### src/rtl/fp_special_encode.sv
// Output packer for the IEEE754 single ADD/SUB path: forces Zero/Inf/NaN encodings, flags ovf/unf/nan (FP_NAN_PAYLOAD_EN keeps NaN payload).
// Latency 2 clk (S1 precompute, S2 output register); throughput 1 word/clk.
// Backpressure: S2 holds while out_valid&~out_ready; in_ready drops only when both stages are full and stalled.
module fp_special_encode #(
    parameter int CNT_W = 16
) (
    input  logic             clk,
    input  logic             rst,
    input  logic             in_valid,
    output logic             in_ready,
    input  logic [1:0]       in_class,
    input  logic             in_sign,
    input  logic [7:0]       in_exp,
    input  logic [22:0]      in_frac,
    output logic             out_valid,
    input  logic             out_ready,
    output logic [31:0]      out_word,
    input  logic             flag_clr,
    output logic             flag_ovf,
    output logic             flag_unf,
    output logic             flag_nan,
    output logic [CNT_W-1:0] nan_cnt
);
    localparam logic [1:0] CLS_ZERO = 2'd1;
    localparam logic [1:0] CLS_INF  = 2'd2;
    localparam logic [1:0] CLS_NAN  = 2'd3;
    localparam logic [CNT_W-1:0] CNT_ONE = {{(CNT_W-1){1'b0}}, 1'b1};

    logic [31:0] enc_word;
    logic        enc_ovf, enc_unf, enc_nan;

    logic        s1_v;
    logic [31:0] s1_word;
    logic        s1_ovf, s1_unf, s1_nan;
    logic        s2_v;
    logic        s2_ovf, s2_unf, s2_nan;

    logic        s2_load, in_fire, out_fire;

    always_comb begin
        enc_word = {in_sign, in_exp, in_frac};
        enc_ovf  = 1'b0;
        enc_unf  = 1'b0;
        enc_nan  = 1'b0;
        case (in_class)
            CLS_ZERO: enc_word = {in_sign, 31'h0};
            CLS_INF:  enc_word = {in_sign, 8'hFF, 23'h0};
            CLS_NAN: begin
`ifdef FP_NAN_PAYLOAD_EN
                enc_word = {in_sign, 8'hFF, 1'b1, in_frac[21:0]};
`else
                enc_word = 32'h7FC0_0000;
`endif
                enc_nan  = 1'b1;
            end
            default: begin
                if (in_exp == 8'hFF) begin
                    enc_word = {in_sign, 8'hFF, 23'h0};
                    enc_ovf  = 1'b1;
                end else if (in_exp == 8'h00) begin
                    // Denormals are not representable downstream: flush, tag only if a real value was lost
                    enc_word = {in_sign, 31'h0};
                    enc_unf  = (in_frac != 23'h0);
                end
            end
        endcase
    end

    assign s2_load   = ~s2_v | out_ready;
    assign in_ready  = ~s1_v | s2_load;
    assign in_fire   = in_valid & in_ready;
    assign out_valid = s2_v;
    assign out_fire  = s2_v & out_ready;

    always_ff @(posedge clk) begin
        if (rst) begin
            s1_v     <= 1'b0;
            s1_word  <= 32'h0;
            s1_ovf   <= 1'b0;
            s1_unf   <= 1'b0;
            s1_nan   <= 1'b0;
            s2_v     <= 1'b0;
            out_word <= 32'h0;
            s2_ovf   <= 1'b0;
            s2_unf   <= 1'b0;
            s2_nan   <= 1'b0;
            flag_ovf <= 1'b0;
            flag_unf <= 1'b0;
            flag_nan <= 1'b0;
            nan_cnt  <= '0;
        end else begin
            if (s2_load) begin
                s2_v <= s1_v;
                if (s1_v) begin
                    out_word <= s1_word;
                    s2_ovf   <= s1_ovf;
                    s2_unf   <= s1_unf;
                    s2_nan   <= s1_nan;
                end
            end

            if (in_fire) begin
                s1_v    <= 1'b1;
                s1_word <= enc_word;
                s1_ovf  <= enc_ovf;
                s1_unf  <= enc_unf;
                s1_nan  <= enc_nan;
            end else if (s2_load) begin
                s1_v <= 1'b0;
            end

            // Flags record what actually left the block; a same-cycle set beats the clear
            if (out_fire & s2_ovf)  flag_ovf <= 1'b1;
            else if (flag_clr)      flag_ovf <= 1'b0;
            if (out_fire & s2_unf)  flag_unf <= 1'b1;
            else if (flag_clr)      flag_unf <= 1'b0;
            if (out_fire & s2_nan)  flag_nan <= 1'b1;
            else if (flag_clr)      flag_nan <= 1'b0;

            if (out_fire & s2_nan) begin
                if (flag_clr)           nan_cnt <= CNT_ONE;
                else if (nan_cnt != '1) nan_cnt <= nan_cnt + CNT_ONE;
            end else if (flag_clr) begin
                nan_cnt <= '0;
            end
        end
    end
endmodule

### config.mk
export PLATFORM = sky130hd
export DESIGN_NAME = fp_special_encode
export DESIGN_NICKNAME = d
export VERILOG_FILES = /design/src/rtl/fp_special_encode.sv
export SDC_FILE = /design/constraint.sdc
export NUM_CORES = 1
export LEC_CHECK = 0
export CORE_MARGIN = 2
export CORE_UTILIZATION = 44
export DETAILED_ROUTE_END_ITERATION = 10
export PLACE_DENSITY = 0.75
export SETUP_SLACK_MARGIN = 0.5
export SYNTH_ARGS = -nofsm -noshare
export SYNTH_HDL_FRONTEND = slang
export SYNTH_SLANG_ARGS = --single-unit
export TNS_END_PERCENT = 5
### constraint.sdc
create_clock -name clk -period 1.6 [get_ports clk]
set_input_delay 0.32 -clock clk [delete_from_list [all_inputs] [get_ports clk]]
set_output_delay 0.32 -clock clk [all_outputs]
set_load 0.01 [all_outputs]
After elaboration in Yosys (flattened, before gate mapping)
Cells that the tools add are included.
- register bits after elaboration: 91
- input port bits: 39
- output and inout bits: 53
- word-level logic and storage cells: 58
- $add $sub $neg: 1
- equal/unequal tests: 5
- multiplexer cells: 19
- bitwise logic cells: 9
- reduce and logical (&&, ||, !) cells: 10
- operators with widths (cell ; count):
    $pmux 32 s3 ; 1
    $mux 16 ; 4
    $mux 31 ; 2
    $reduce_bool 23->1 ; 1
    $add 16x1->16 const B ; 1
    $ne 16x16->1 const B ; 1
    $mux 1 ; 12
    $reduce_bool 2->1 ; 5
    $eq 8x8->1 const B ; 1
    $logic_not 8->1 ; 1
    $and 1x1->1 ; 5
    $eq 2x2->1 const B ; 2
    $reduce_and 2->1 ; 2
    $reduce_or 3->1 ; 1
    $eq 2x1->1 const B ; 1
    $not 1->1 ; 2
    $or 1x1->1 ; 2

Logic depth before layout (Yosys ltp)
- depth in word-level cells: 5
- mapped depth: 6
- depth with buffers taken out: 6

Worst setup path after synthesis
Ideal clock, no wire load.
- kind: register to register
- start: register nan_cnt[0]
- end: register nan_cnt[10]
- setup time: 128 ps
- arrival time: 1503 ps
- required time: 1472 ps
- setup slack: -30 ps
- cell stages (with the launch flop): 7
- path buffers: 0
- clock period less this slack: 1630 ps
- path through: dfxtp_1 -> ha_1 -> and3_1 -> nand2_1 -> nor4b_2 -> xnor2_1 -> nor2_1
- cells in the longest elaborated chain, start to end: 4
- elaborated cells on any way between the ends: 7
- classes of those cells: add/sub: 1; eq/ne: 1; mux: 3; reduce/logical: 2
- RTL lines (element ; line ; text):
    start, declared ; 22 ; output logic [CNT_W-1:0] nan_cnt
    start signal, assigned ; 122 ; else if (nan_cnt != '1) nan_cnt <= nan_cnt + CNT_ONE;
    $add 16x1->16 ; 122 ;
    $mux 16 ; 122 ;
    $mux 16 ; 121 ; if (flag_clr) nan_cnt <= CNT_ONE;
    $mux 16 ; 120 ; if (out_fire & s2_nan) begin
Several ways; a longest one is shown, not always the timed one. The select of a mux whose other input is x is not followed.
A chain may end at the register's enable or synchronous reset.

Worst setup path in the final report
- start: register nan_cnt[0]
- end: register nan_cnt[7]
Same word-level chain as after synthesis.

==> summary.txt <==
Logic synthesis
  – Cells after Synth: roughly 430
  – Main synth FF type: dfxtp_1
  – Post-Syn Area per Cell: 8.721 um^2
  – Top cells by count, synth: dfxtp_1 (91), nand2_1 (85), a21oi_1 (50)
  – Leading area contributor after synthesis: dfxtp_1
  – Post-synth EDFFs: 0
  – Sequential area share after synthesis: about half
  – Top cell type's share of synthesized area: around half
  – Top cells by area, synth: dfxtp_1 (48%), nand2_1 (8.4%), a21oi_1 (6.6%)
  – Syn Nets: 473
  – Ys async rst share: 0%
  – Synth Warn #: 0
  – Flops & latches, synth: 91
  – Most numerous cell in the Yosys netlist: dfxtp_1
  – Cell variety after synth: between 40 and 50
  – Synth Cell Area: ~3800 um^2

Global route
  – Largest net degree at the start of global routing: 42
  – First-pass GRT wire length: between 15000 and 20000 um
  – Initial antenna violation count: 0
  – GRT overflow: 0
  – Vias in the first global route: about 3800
  – Total Routing Usage GR: 21.97%

Die
  – DIE WIDTH: just under 100 um
  – Initial Util: 45.73%
  – Ports: 92
  – Core Region: just over 8000 um^2
  – Full die area: 9339 um^2
  – Die Ht: between 90 and 100 um
  – Site Rows: 33

Cells and area
  – Fin area: roughly 5600 um^2
  – Layout Nets: a little over 600
  – Share of layout cells above drive strength 1: approximately a third
  – Final cell count without fillers: between 600 and 700
  – Layout filler cell count: ~700
  – # diodes: 0
  – Area grow syn2layout: 48.74%

STA
  – Final setup fails: 0
  – Fmax: roughly 0.67 GHz
  – Hold slack: ~0.38 ns
  – Slew HR: a little over two thirds
  – Clk_skew: approximately 0.014 ns
  – Slew at the pin closest to its max-slew limit: about 0.45 ns
  – Minimum clock period: around 1.5 ns
  – Final Hold Vio Count: 0
  – Final Cycle Share: about 94%
  – Final setup TNS: 0 ns
  – Slew Viols, Final: 0
  – RSZ-0062 raised after global routing: true

Clock network
  – Clock sinks: between 90 and 100
  – Worst-path clk slew: around 0.090 ns
  – Clock Latency Late Sink: between 0.3 and 0.4 ns
  – CTS tree: yes
  – H-tree level count: 3
  – CTS root buf: clkbuf_8
  – TritonCTS Buffers: 9
  – CTS Buffer Depth: 2

Routing
  – Routed len/inst: between 15 and 20 um
  – DR vias/cell: 5.380
  – Detail Route Antenna Nets: 0
  – 1st-iter DRT viols: roughly 200
  – Drc violations: 0
  – Via count: around 3700
  – TritonRoute pass-1 iters: 5
  – WL final: around 11000 um

Placed design
  – Placed cell count: about 660
  – Post-DP Area: between 5000 and 6000 um^2
  – GP Congestion: approximately 1.0
  – Detailed Place HPWL: approximately 7400 um
  – # port buffers: slightly above 90

Critical path
  – Largest fanout on the critical path: 5
  – Crit. End Element: flip-flop
  – Critical Path Start Type: flip-flop
  – Crit Path Category: flip-flop to flip-flop
  – Required @ worst endpoint: roughly 1.9 ns
  – Critical path arrival: roughly 1.8 ns

Power and ir drop
  – Static Leak: about 0.0023 uW
  – Power Density: between 700 and 800 nW/um^2
  – Worst VDD drop: approximately 0.51 mV

Flow run
  – Max_cap viols: 0

Outcome
  – Status: complete, no violations

Worst hold path
  – Type of the most critical hold path: primary input to flip-flop
[cells in the final DEF (no fill, tap or decap), drive strengths merged, types with 11 or more instances in the layout]
master / count
dfxtp: 91
nand2: 86
buf: 82
dlygate4sd2: 53
nor2: 52
a21oi: 50
clkdlybuf4s50: 27
a22oi: 23
nor3: 18
clkbuf: 13
nand3: 11
[kinds of logic (layout without fill, tap and decap cells)]
| logic type | after synthesis | count (layout) | synth area share, % |
|---|---|---|---|
| adder cells (fa/ha/maj) | 1 | 1 | 0.3313 |
| AND/OR/NAND/NOR | 213 | 213 | 28.20 |
| XOR/XNOR | 10 | 10 | 2.320 |
| buffers and inverters | 28 | 183 | 3.446 |
| flip-flops | 91 | 91 | 48.24 |
| AO/OA/AOI/OAI | 90 | 90 | 17.46 |
[critical path, stage by stage, from the launching register on]
cell and delay (ns):
dfxtp_4 0.37, ha_4 0.17, and3_4 0.21, nand2_4 0.11, o21ai_4 0.07, or3_4 0.39
a21oi_2 0.13
[through the flow]
step | util, % | power, uW | setup slack [ns]
2_1_floorplan | - | 2597 | 0.09363
6_report | 68.02 | 4403 | 0.09839
5_1_grt | 68.02 | 4563 | 0.04848
4_1_cts | 66.20 | 4416 | 0.06205
3_5_place_dp | 63.59 | 2883 | -0.5442
3_3_place_gp | 63.59 | 2872 | -0.4914
[registers in the layout, indices dropped and copies added, names as in the netlist]
register and flops:
flag_nan 1, flag_ovf 1, flag_unf 1, nan_cnt 16, out_valid 1, out_word 32
s1_nan 1, s1_ovf 1, s1_unf 1, s1_v 1, s1_word 32, s2_nan 1
s2_ovf 1, s2_unf 1
[power by group]
| group | total [uW] | leakage [uW] | switching (uW) | internal, uW |
|---|---|---|---|---|
| Sequential | 2330 | 0.000748 | 29.8 | 2300 |
| Combinational | 509 | 0.00144 | 255 | 254 |
| Clock | 1560 | 0.000104 | 810 | 751 |
[repair_timing]
action | CTS | global route
setup buffers | 5 | 9
cloned | 0 | 1
gates resized for setup | 110 | 17
hold buffers | 0 | 0
pin swaps | 7 | 7
setup endpoints to repair | 140 | 140
[metal layers]
layer,up-vias,part of all wire [%],global-route usage (%)
met2,135,51,37.55
met1,1760,42,27.14
met4,0,1.8,9.642
met3,22,5.6,3.829
li1,1811,-,-
met5,-,0,0
[final cells by class]
| cell class | instances | area, um^2 | area share (%) |
|---|---|---|---|
| clock buffers | 12 | 176.4 | 3.141 |
| clock inverters | 4 | 30.03 | 0.5346 |
| inverters | 2 | 7.507 | 0.1337 |
| multi-input cells | 314 | 1958 | 34.86 |
| flip-flops and latches | 91 | 1856 | 33.04 |
| well taps | 105 | 131.4 | 2.339 |
| repair buffers | 165 | 1458 | 25.95 |
[final timing paths]
path	startpoint	endpoint	slack, ns	cells after the start
min	in_exp[6]	s1_word[29]	0.38	4
min reg2reg	out_word[5]	out_word[5]	0.46	2
max	nan_cnt[0]	nan_cnt[7]	0.1	6
max reg2reg	nan_cnt[0]	nan_cnt[7]	0.1	6
Note: power is estimated with default switching activity, not from simulation.
